$ cat config.mk
export PLATFORM = sky130hd
export DESIGN_NAME = reg_to_obi_bridge
export DESIGN_NICKNAME = d
export VERILOG_FILES = /design/src/rtl/reg_to_obi_bridge.sv
export SDC_FILE = /design/constraint.sdc
export NUM_CORES = 1
export LEC_CHECK = 0
export CAP_MARGIN = 20
export CORE_MARGIN = 1
export CORE_UTILIZATION = 60
export DETAILED_ROUTE_END_ITERATION = 8
export DONT_BUFFER_PORTS = 1
export PLACE_DENSITY = 0.76
export SYNTH_ARGS = -nofsm -noshare
export SYNTH_HDL_FRONTEND = slang
export SYNTH_SLANG_ARGS = --single-unit
$ cat constraint.sdc
create_clock -name clk_i -period 5.5 [get_ports clk_i]
set_input_delay 1.375 -clock clk_i [delete_from_list [all_inputs] [get_ports clk_i]]
set_output_delay 1.375 -clock clk_i [all_outputs]
set_load 0.005 [all_outputs]
$ cat src/rtl/reg_to_obi_bridge.sv
`default_nettype none
// ============================================================================
//  Module   : reg_to_obi_bridge
//  Purpose  : Bridges a register-interface initiator onto an OBI master port.
//             One transaction is outstanding at a time. A response watchdog
//             completes the reg side with an error if the OBI slave never
//             answers. The late response is then drained before the next
//             request is accepted.
//  Revision : 1.0 - initial release
// ----------------------------------------------------------------------------
//  Ports
//    clk_i, rst_i          clock, synchronous active-high reset
//    reg_valid_i           reg request valid, held until reg_ready_o
//    reg_write_i           1 = write, 0 = read
//    reg_addr_i            byte address
//    reg_wdata_i           write data
//    reg_wstrb_i           byte strobes
//    reg_ready_o           one-cycle completion pulse
//    reg_rdata_o           read data, valid with reg_ready_o
//    reg_error_o           error flag, valid with reg_ready_o
//    obi_req_o             OBI request
//    obi_addr_o            word-aligned OBI address
//    obi_we_o              OBI write enable
//    obi_be_o              OBI byte enables
//    obi_wdata_o           OBI write data
//    obi_gnt_i             OBI grant
//    obi_rvalid_i          OBI response valid
//    obi_rdata_i           OBI read data
//    timeout_o             one-cycle pulse when the watchdog fires
//    timeout_count_o       saturating count of watchdog events
// ============================================================================
module reg_to_obi_bridge #(
    parameter int unsigned AW             = 32,
    parameter int unsigned DW             = 32,
    parameter int unsigned TIMEOUT_CYCLES = 255
) (
    input  logic              clk_i,
    input  logic              rst_i,
    // reg-bus side
    input  logic              reg_valid_i,
    input  logic              reg_write_i,
    input  logic [AW-1:0]     reg_addr_i,
    input  logic [DW-1:0]     reg_wdata_i,
    input  logic [DW/8-1:0]   reg_wstrb_i,
    output logic              reg_ready_o,
    output logic [DW-1:0]     reg_rdata_o,
    output logic              reg_error_o,
    // OBI master side
    output logic              obi_req_o,
    output logic [AW-1:0]     obi_addr_o,
    output logic              obi_we_o,
    output logic [DW/8-1:0]   obi_be_o,
    output logic [DW-1:0]     obi_wdata_o,
    input  logic              obi_gnt_i,
    input  logic              obi_rvalid_i,
    input  logic [DW-1:0]     obi_rdata_i,
    // watchdog status
    output logic              timeout_o,
    output logic [7:0]        timeout_count_o
);

    // ------------------------------------------------------------------------
    // Constants
    // ------------------------------------------------------------------------
    localparam int unsigned c_SW        = DW / 8;
    // The counter only has to reach TIMEOUT_CYCLES-1.
    localparam int unsigned c_CNT_W     = (TIMEOUT_CYCLES > 1) ? $clog2(TIMEOUT_CYCLES) : 1;
    localparam int unsigned c_LIMIT     = (TIMEOUT_CYCLES == 0) ? 0 : TIMEOUT_CYCLES - 1;
    localparam logic [c_CNT_W-1:0] c_LIMIT_CNT = c_CNT_W'(c_LIMIT);
    localparam bit          c_WDOG_EN   = (TIMEOUT_CYCLES != 0);
    // Clears the two byte-offset bits so the OBI address is word aligned.
    localparam logic [AW-1:0] c_ADDR_MASK = ~AW'(3);

    // ------------------------------------------------------------------------
    // State encoding
    // ------------------------------------------------------------------------
    typedef enum logic [2:0] {
        S_IDLE  = 3'd0,
        S_REQ   = 3'd1,
        S_RESP  = 3'd2,
        S_DONE  = 3'd3,
        S_DRAIN = 3'd4
    } state_t;

    // ------------------------------------------------------------------------
    // Registers and their next-state values
    // ------------------------------------------------------------------------
    state_t             r_state,         w_state;
    logic               r_obi_req,       w_obi_req;
    logic [AW-1:0]      r_obi_addr,      w_obi_addr;
    logic               r_obi_we,        w_obi_we;
    logic [c_SW-1:0]    r_obi_be,        w_obi_be;
    logic [DW-1:0]      r_obi_wdata,     w_obi_wdata;
    logic               r_reg_ready,     w_reg_ready;
    logic [DW-1:0]      r_reg_rdata,     w_reg_rdata;
    logic               r_reg_error,     w_reg_error;
    logic               r_timeout,       w_timeout;
    logic [7:0]         r_timeout_count, w_timeout_count;
    logic [c_CNT_W-1:0] r_cnt,           w_cnt;
    logic               r_drain,         w_drain;

    // ------------------------------------------------------------------------
    // State and output registers
    // ------------------------------------------------------------------------
    always_ff @(posedge clk_i) begin
        if (rst_i) begin
            r_state         <= S_IDLE;
            r_obi_req       <= 1'b0;
            r_obi_addr      <= '0;
            r_obi_we        <= 1'b0;
            r_obi_be        <= '0;
            r_obi_wdata     <= '0;
            r_reg_ready     <= 1'b0;
            r_reg_rdata     <= '0;
            r_reg_error     <= 1'b0;
            r_timeout       <= 1'b0;
            r_timeout_count <= 8'd0;
            r_cnt           <= '0;
            r_drain         <= 1'b0;
        end else begin
            r_state         <= w_state;
            r_obi_req       <= w_obi_req;
            r_obi_addr      <= w_obi_addr;
            r_obi_we        <= w_obi_we;
            r_obi_be        <= w_obi_be;
            r_obi_wdata     <= w_obi_wdata;
            r_reg_ready     <= w_reg_ready;
            r_reg_rdata     <= w_reg_rdata;
            r_reg_error     <= w_reg_error;
            r_timeout       <= w_timeout;
            r_timeout_count <= w_timeout_count;
            r_cnt           <= w_cnt;
            r_drain         <= w_drain;
        end
    end

    // ------------------------------------------------------------------------
    // Next-state and next-output logic
    // ------------------------------------------------------------------------
    always_comb begin
        // Everything holds by default; the completion and timeout strobes
        // are single-cycle pulses and default low.
        w_state         = r_state;
        w_obi_req       = r_obi_req;
        w_obi_addr      = r_obi_addr;
        w_obi_we        = r_obi_we;
        w_obi_be        = r_obi_be;
        w_obi_wdata     = r_obi_wdata;
        w_reg_ready     = 1'b0;
        w_reg_rdata     = r_reg_rdata;
        w_reg_error     = r_reg_error;
        w_timeout       = 1'b0;
        w_timeout_count = r_timeout_count;
        w_cnt           = r_cnt;
        w_drain         = r_drain;

        case (r_state)
            S_IDLE: begin
                // Reg inputs are sampled only here; the OBI payload is then
                // frozen for the rest of the transaction.
                if (reg_valid_i) begin
                    w_obi_addr  = reg_addr_i & c_ADDR_MASK;
                    w_obi_we    = reg_write_i;
                    w_obi_wdata = reg_wdata_i;
                    w_obi_be    = reg_write_i ? reg_wstrb_i : {c_SW{1'b1}};
                    w_obi_req   = 1'b1;
                    w_state     = S_REQ;
                end
            end

            S_REQ: begin
                // A request cannot be withdrawn once raised, so there is no
                // watchdog here. A stray rvalid before the grant is ignored.
                if (obi_gnt_i) begin
                    w_obi_req = 1'b0;
                    w_cnt     = '0;
                    w_state   = S_RESP;
                end
            end

            S_RESP: begin
                // rvalid is tested first so that a response arriving in the
                // expiry cycle still completes without error.
                if (obi_rvalid_i) begin
                    w_reg_rdata = r_obi_we ? '0 : obi_rdata_i;
                    w_reg_error = 1'b0;
                    w_reg_ready = 1'b1;
                    w_state     = S_DONE;
                end else if (c_WDOG_EN && (r_cnt == c_LIMIT_CNT)) begin
                    w_reg_rdata = '0;
                    w_reg_error = 1'b1;
                    w_reg_ready = 1'b1;
                    w_timeout   = 1'b1;
                    w_drain     = 1'b1;
                    if (r_timeout_count != 8'hFF) begin
                        w_timeout_count = r_timeout_count + 8'd1;
                    end
                    w_state     = S_DONE;
                end else if (c_WDOG_EN) begin
                    w_cnt = r_cnt + 1'b1;
                end
            end

            S_DONE: begin
                // reg_ready_o is high for this single cycle.
                w_state = r_drain ? S_DRAIN : S_IDLE;
            end

            S_DRAIN: begin
                // The slave still owes us a response for the abandoned
                // transaction; swallow it before accepting new work.
                if (obi_rvalid_i) begin
                    w_drain = 1'b0;
                    w_state = S_IDLE;
                end
            end

            default: begin
                w_state = S_IDLE;
            end
        endcase
    end

    // ------------------------------------------------------------------------
    // Output drive
    // ------------------------------------------------------------------------
    assign obi_req_o       = r_obi_req;
    assign obi_addr_o      = r_obi_addr;
    assign obi_we_o        = r_obi_we;
    assign obi_be_o        = r_obi_be;
    assign obi_wdata_o     = r_obi_wdata;
    assign reg_ready_o     = r_reg_ready;
    assign reg_rdata_o     = r_reg_rdata;
    assign reg_error_o     = r_reg_error;
    assign timeout_o       = r_timeout;
    assign timeout_count_o = r_timeout_count;

endmodule
`default_nettype wire

Word level (Yosys, flattened, before mapping)
Index checks and enable logic that the tools add are counted.

$add $sub $neg: 2. Equality and inequality tests: 13. Muxes and demuxes: 25. Bitwise operators: 2. Reductions and logical operators: 14.

Operators with widths (number): 2-to-1 mux 32 bit (3); 2-to-1 mux 8 bit (3); 2-to-1 mux 3 bit (6); adder 8 x 1 -> 8 bit, second input constant (2); one-hot mux 8 bit (2 select lines) (1); AND reduction 4 bit (4); one-hot mux 3 bit (5 select lines) (1); inequality test 2 bit, second input constant (6); equality test 8 bit, second input constant (1); 2-to-1 mux 1 bit (8); inequality test 8 bit, second input constant (1); nonzero test 2 bit (4); equality test 3 x 2 -> 1 bit, second input constant (2); 2-to-1 mux 4 bit (1); one-hot mux 1 bit (2 select lines) (2); AND reduction 2 bit (2); equality test 3 x 1 -> 1 bit, second input constant (1); equality test 3 bit, second input constant (1); zero test 3 bit (1); inequality test 3 bit, second input constant (1); AND reduction 3 bit (1); OR reduction 3 bit (1); inverter 1 bit (2); OR reduction 2 bit (1).

Flip-flop bits (word level): 123. Input bits: 106. Output and inout bits: 113. Word-level logic and storage cells: 69.

Logic depth before layout (Yosys ltp)
Depth after elaboration: 4. Mapped depth: 8. Mapped depth without buffers: 6.

Least setup slack after synthesis
No wires, ideal clock.

Kind: input -> register. From: input obi_rvalid_i. To: register r_timeout_count[5], in the netlist timeout_count_o[5]. Setup time: 0.132 ns. Arrival: 2.609 ns. Path slack: 2.759 ns. Stages: 6. Buffers on the path: 2. Path through: clkbuf_1 -> nor4b_4 -> nand3_2 -> buf_2 -> o41ai_1 -> a21oi_1.

Cells in the longest elaborated chain, start to end: 2.

Ends and longest elaborated chain: start: declaration (line 55) `input logic obi_rvalid_i,`; inverter 1 bit (no source line); AND reduction 4 bit (no source line); end signal: assignment (line 131) `r_timeout_count <= w_timeout_count;`; end: declaration (line 98) `logic [7:0] r_timeout_count, w_timeout_count;`.

No other way between the ends. A chain may end at the register's enable or synchronous reset.

Worst setup path after layout
From: register r_state[1]. To: register r_reg_rdata[5], in the netlist reg_rdata_o[5].

Cells in the longest elaborated chain, start to end: 2.

Ends and longest elaborated chain: start: declaration (line 88) `state_t r_state, w_state;`; start signal: assignment (line 121) `r_state <= w_state;`; equality test 3 x 2 -> 1 bit (line 157) `case (r_state)`; AND reduction 2 bit (no source line); end signal: assignment (line 128) `r_reg_rdata <= w_reg_rdata;`; end: declaration (line 95) `logic [DW-1:0] r_reg_rdata, w_reg_rdata;`.

No other way between the ends.

==> run metrics <==
vias in the first global route=3,747; clk root buf=clkbuf_8; Crit Path Class=reg2reg; remaining global-route overflow=0; routability cong.=0.797; Die X-Extent=around 91 um; Vias=slightly below 4k; Layout Nets=670; PortBufs=0; Worst-Skew Late Latency=0.50 ns; gr usage total=25.9%; prevailing post-synth register cell=dfxtp_1; worst min path class=reg2reg; Worst-Margin Slew=1.07 ns; clk slew on worst S/H paths=0.06 ns; FMAX=404 MHz; drt wl/cell=16.1 um; num rows=31; first-pass GRT wire length=between 15 and 20 mm; CTS max path bufs=2; Max VDD drop=about 0.23 mV; Netlist cell types=44; post-cts sizing count=0; LEAKAGE=1.83 nW; Layout area overhead=12.1%; layout cell share with drive strength beyond 1=7.67%; Top Ports=219; DP Cell Count=~640; Startpoint Class=flop; sw power=517 uW; P_int=1.69 mW; starting DRC count in detailed routing=around 190; vias per cell=5.83; clock power share=50.9%; Setup violations, final=0; Slew headroom=28.6%; crit path DAT=2.90 ns; Sinks on Clock Net=around 120; Die Area=8210 sq um; CTS tree=done; H-Tree Level Count=4; antenna fix cells=0; PD cells=about 420 nW/um^2; fin crit share=45.0%; Syn Area/Cell=approximately 8.0 sq um; RSZ-0062 raised after global routing=no; Max FO, Critical Path=40; Final Hold Vio Count=0; largest net degree at the start of global routing=123; register area share after synthesis=roughly 52%; CP Capture Type=flop; initial antenna violation count=0; Hold-fix buffers, CTS=0; fin crit period=2.48 ns; Reg power frac=roughly 44%; Worst Path Required=about 5.9 ns; YS warnings=0; TritonCTS buffer count=17; DRT antenna net count=0; Clock Skews=0.00618 ns; Initial Util=a little under two thirds; outcome=finished, final reports clean; Comb power frac=5.0%; Detail Placement HPWL=7.11 mm; Synth Cell Area=4710 sq um; EDFF count, synth=0; Remaining DRCs=0; setup bufs post-CTS=0; Max Cap Viol=0; setup TNS=0 ns; 1st-pass router iterations=6; Max Slew Vio Count=0; Sw Ratio=23.5%; core area=around 7400 sq um; Fillers=a little under 600; Async SR Flop Fraction=0%; final wirelength=10.8 mm; Finished Layout Cells=673; Post-Syn Instances=587; die span in y=90.6 um; #FFs+latches synth=123
## final cells by class
type	count	area (sq um)	area share, %
well taps	99	124	2.35
multi-input cells	411	2020	38.3
flip-flops and latches	123	2460	46.6
inverters	5	18.8	0.356
repair buffers	3	42.5	0.806
clock inverters	14	183	3.46
clock buffers	18	428	8.11
## through the flow
step / cell area (sq um) / utilization (%) / power, mW / setup slack [ns] / hold slack, ns
2_1_floorplan: 4710 / - / 1.09 / 2.76 / 0.448
3_3_place_gp: 4630 / 62.5 / 1.09 / 2.59 / 0.455
3_5_place_dp: 4630 / 62.5 / 1.10 / 2.53 / 0.461
4_1_cts: 5240 / 70.8 / 2.22 / 3.01 / 0.469
5_1_grt: 5280 / 71.3 / 2.28 / 2.87 / 0.492
6_report: 5280 / 71.3 / 2.20 / 3.02 / 0.473
## sequential cells by signal, indices dropped and copies added, names as in the netlist
name and cells:
reg_ready_o 1, r_state 3, r_cnt 8, obi_wdata_o 32, obi_addr_o 30, obi_be_o 4, timeout_count_o 8, r_drain 1
reg_error_o 1, reg_rdata_o 32, obi_we_o 1, obi_req_o 1, timeout_o 1
## cells in the mapped netlist, drive strengths merged, types with 2 or more instances
library cell,number,area (sq um)
nor2,12,45.0
o21ai,39,195
o31ai,4,30.0
clkbuf,35,131
or4,5,37.5
buf,14,86.3
nand2,173,649
and4,3,26.3
nor3b,5,37.5
nor3,15,86.3
and3,2,12.5
ha,3,37.5
a21oi,108,541
or3b,2,20.0
inv,5,18.8
dfxtp,123,2460
a211o,2,26.3
nand4,2,12.5
or3,3,18.8
nand3,11,60.1
o311a,2,20.0
a31oi,5,31.3
## final timing paths
check / startpoint / to / slack, ns / cells after the start
worst max-delay path: r_state[1]$_SDFFE_PP0P_ / reg_rdata_o[5]$_SDFFE_PP0P_ / 3.02 / 4
worst min-delay path: obi_wdata_o[19]$_SDFFE_PP0P_ / obi_wdata_o[19]$_SDFFE_PP0P_ / 0.47 / 2
worst max register to register: r_state[1]$_SDFFE_PP0P_ / reg_rdata_o[5]$_SDFFE_PP0P_ / 3.02 / 4
worst min register to register: obi_wdata_o[19]$_SDFFE_PP0P_ / obi_wdata_o[19]$_SDFFE_PP0P_ / 0.47 / 2
## power groups by stage
stage / clock (mW) / sequential, mW / combinational [mW]
after detailed placement: 0 / 0.990 / 0.108
after global placement: 0 / 0.989 / 0.102
after CTS: 1.14 / 0.971 / 0.109
final: 1.12 / 0.970 / 0.111
after floorplan: 0 / 0.977 / 0.110
after global routing: 1.18 / 0.975 / 0.128
## cells in the final DEF (no fill, tap or decap), drive strengths merged, types with 3 or more instances in the layout
cell type	count
nand2	173
dfxtp	123
a21oi	108
o21ai	39
clkbuf	18
nor3	15
nor2	12
nand3	11
inv	11
a31oi	5
or4	5
nor3b	5
o31ai	4
and4	3
or3	3
ha	3
clkinvlp	3
bufinv	3
buf	3
## critical path, stage by stage, from the launching register on
cell and delay [ns]:
dfxtp_1 0.52, or3b_4 0.62, nor3_4 0.88, nand2_1 0.18, a21oi_1 0.18
## kinds of logic (layout without fill, tap and decap cells)
| family | Yosys count | count (layout) | share of synthesized area, % |
|---|---|---|---|
| AND/OR/NAND/NOR | 238 | 238 | 22.5 |
| AO/OA/AOI/OAI | 167 | 167 | 19.1 |
| flip-flops | 123 | 123 | 52.3 |
| buffers and inverters | 54 | 40 | 5.02 |
| adder cells (fa/ha/maj) | 3 | 3 | 0.797 |
| other | 1 | 2 | 0.0796 |
| multiplexers | 1 | 1 | 0.213 |
## routing by layer
metal / part of all wire [%] / track usage, %
met1: 40 / 29.8
met5: 0 / 0
met2: 49 / 42.9
met4: 1.0 / 9.41
met3: 9.9 / 10.6
No activity file was read; power rests on OpenSTA's default activity.
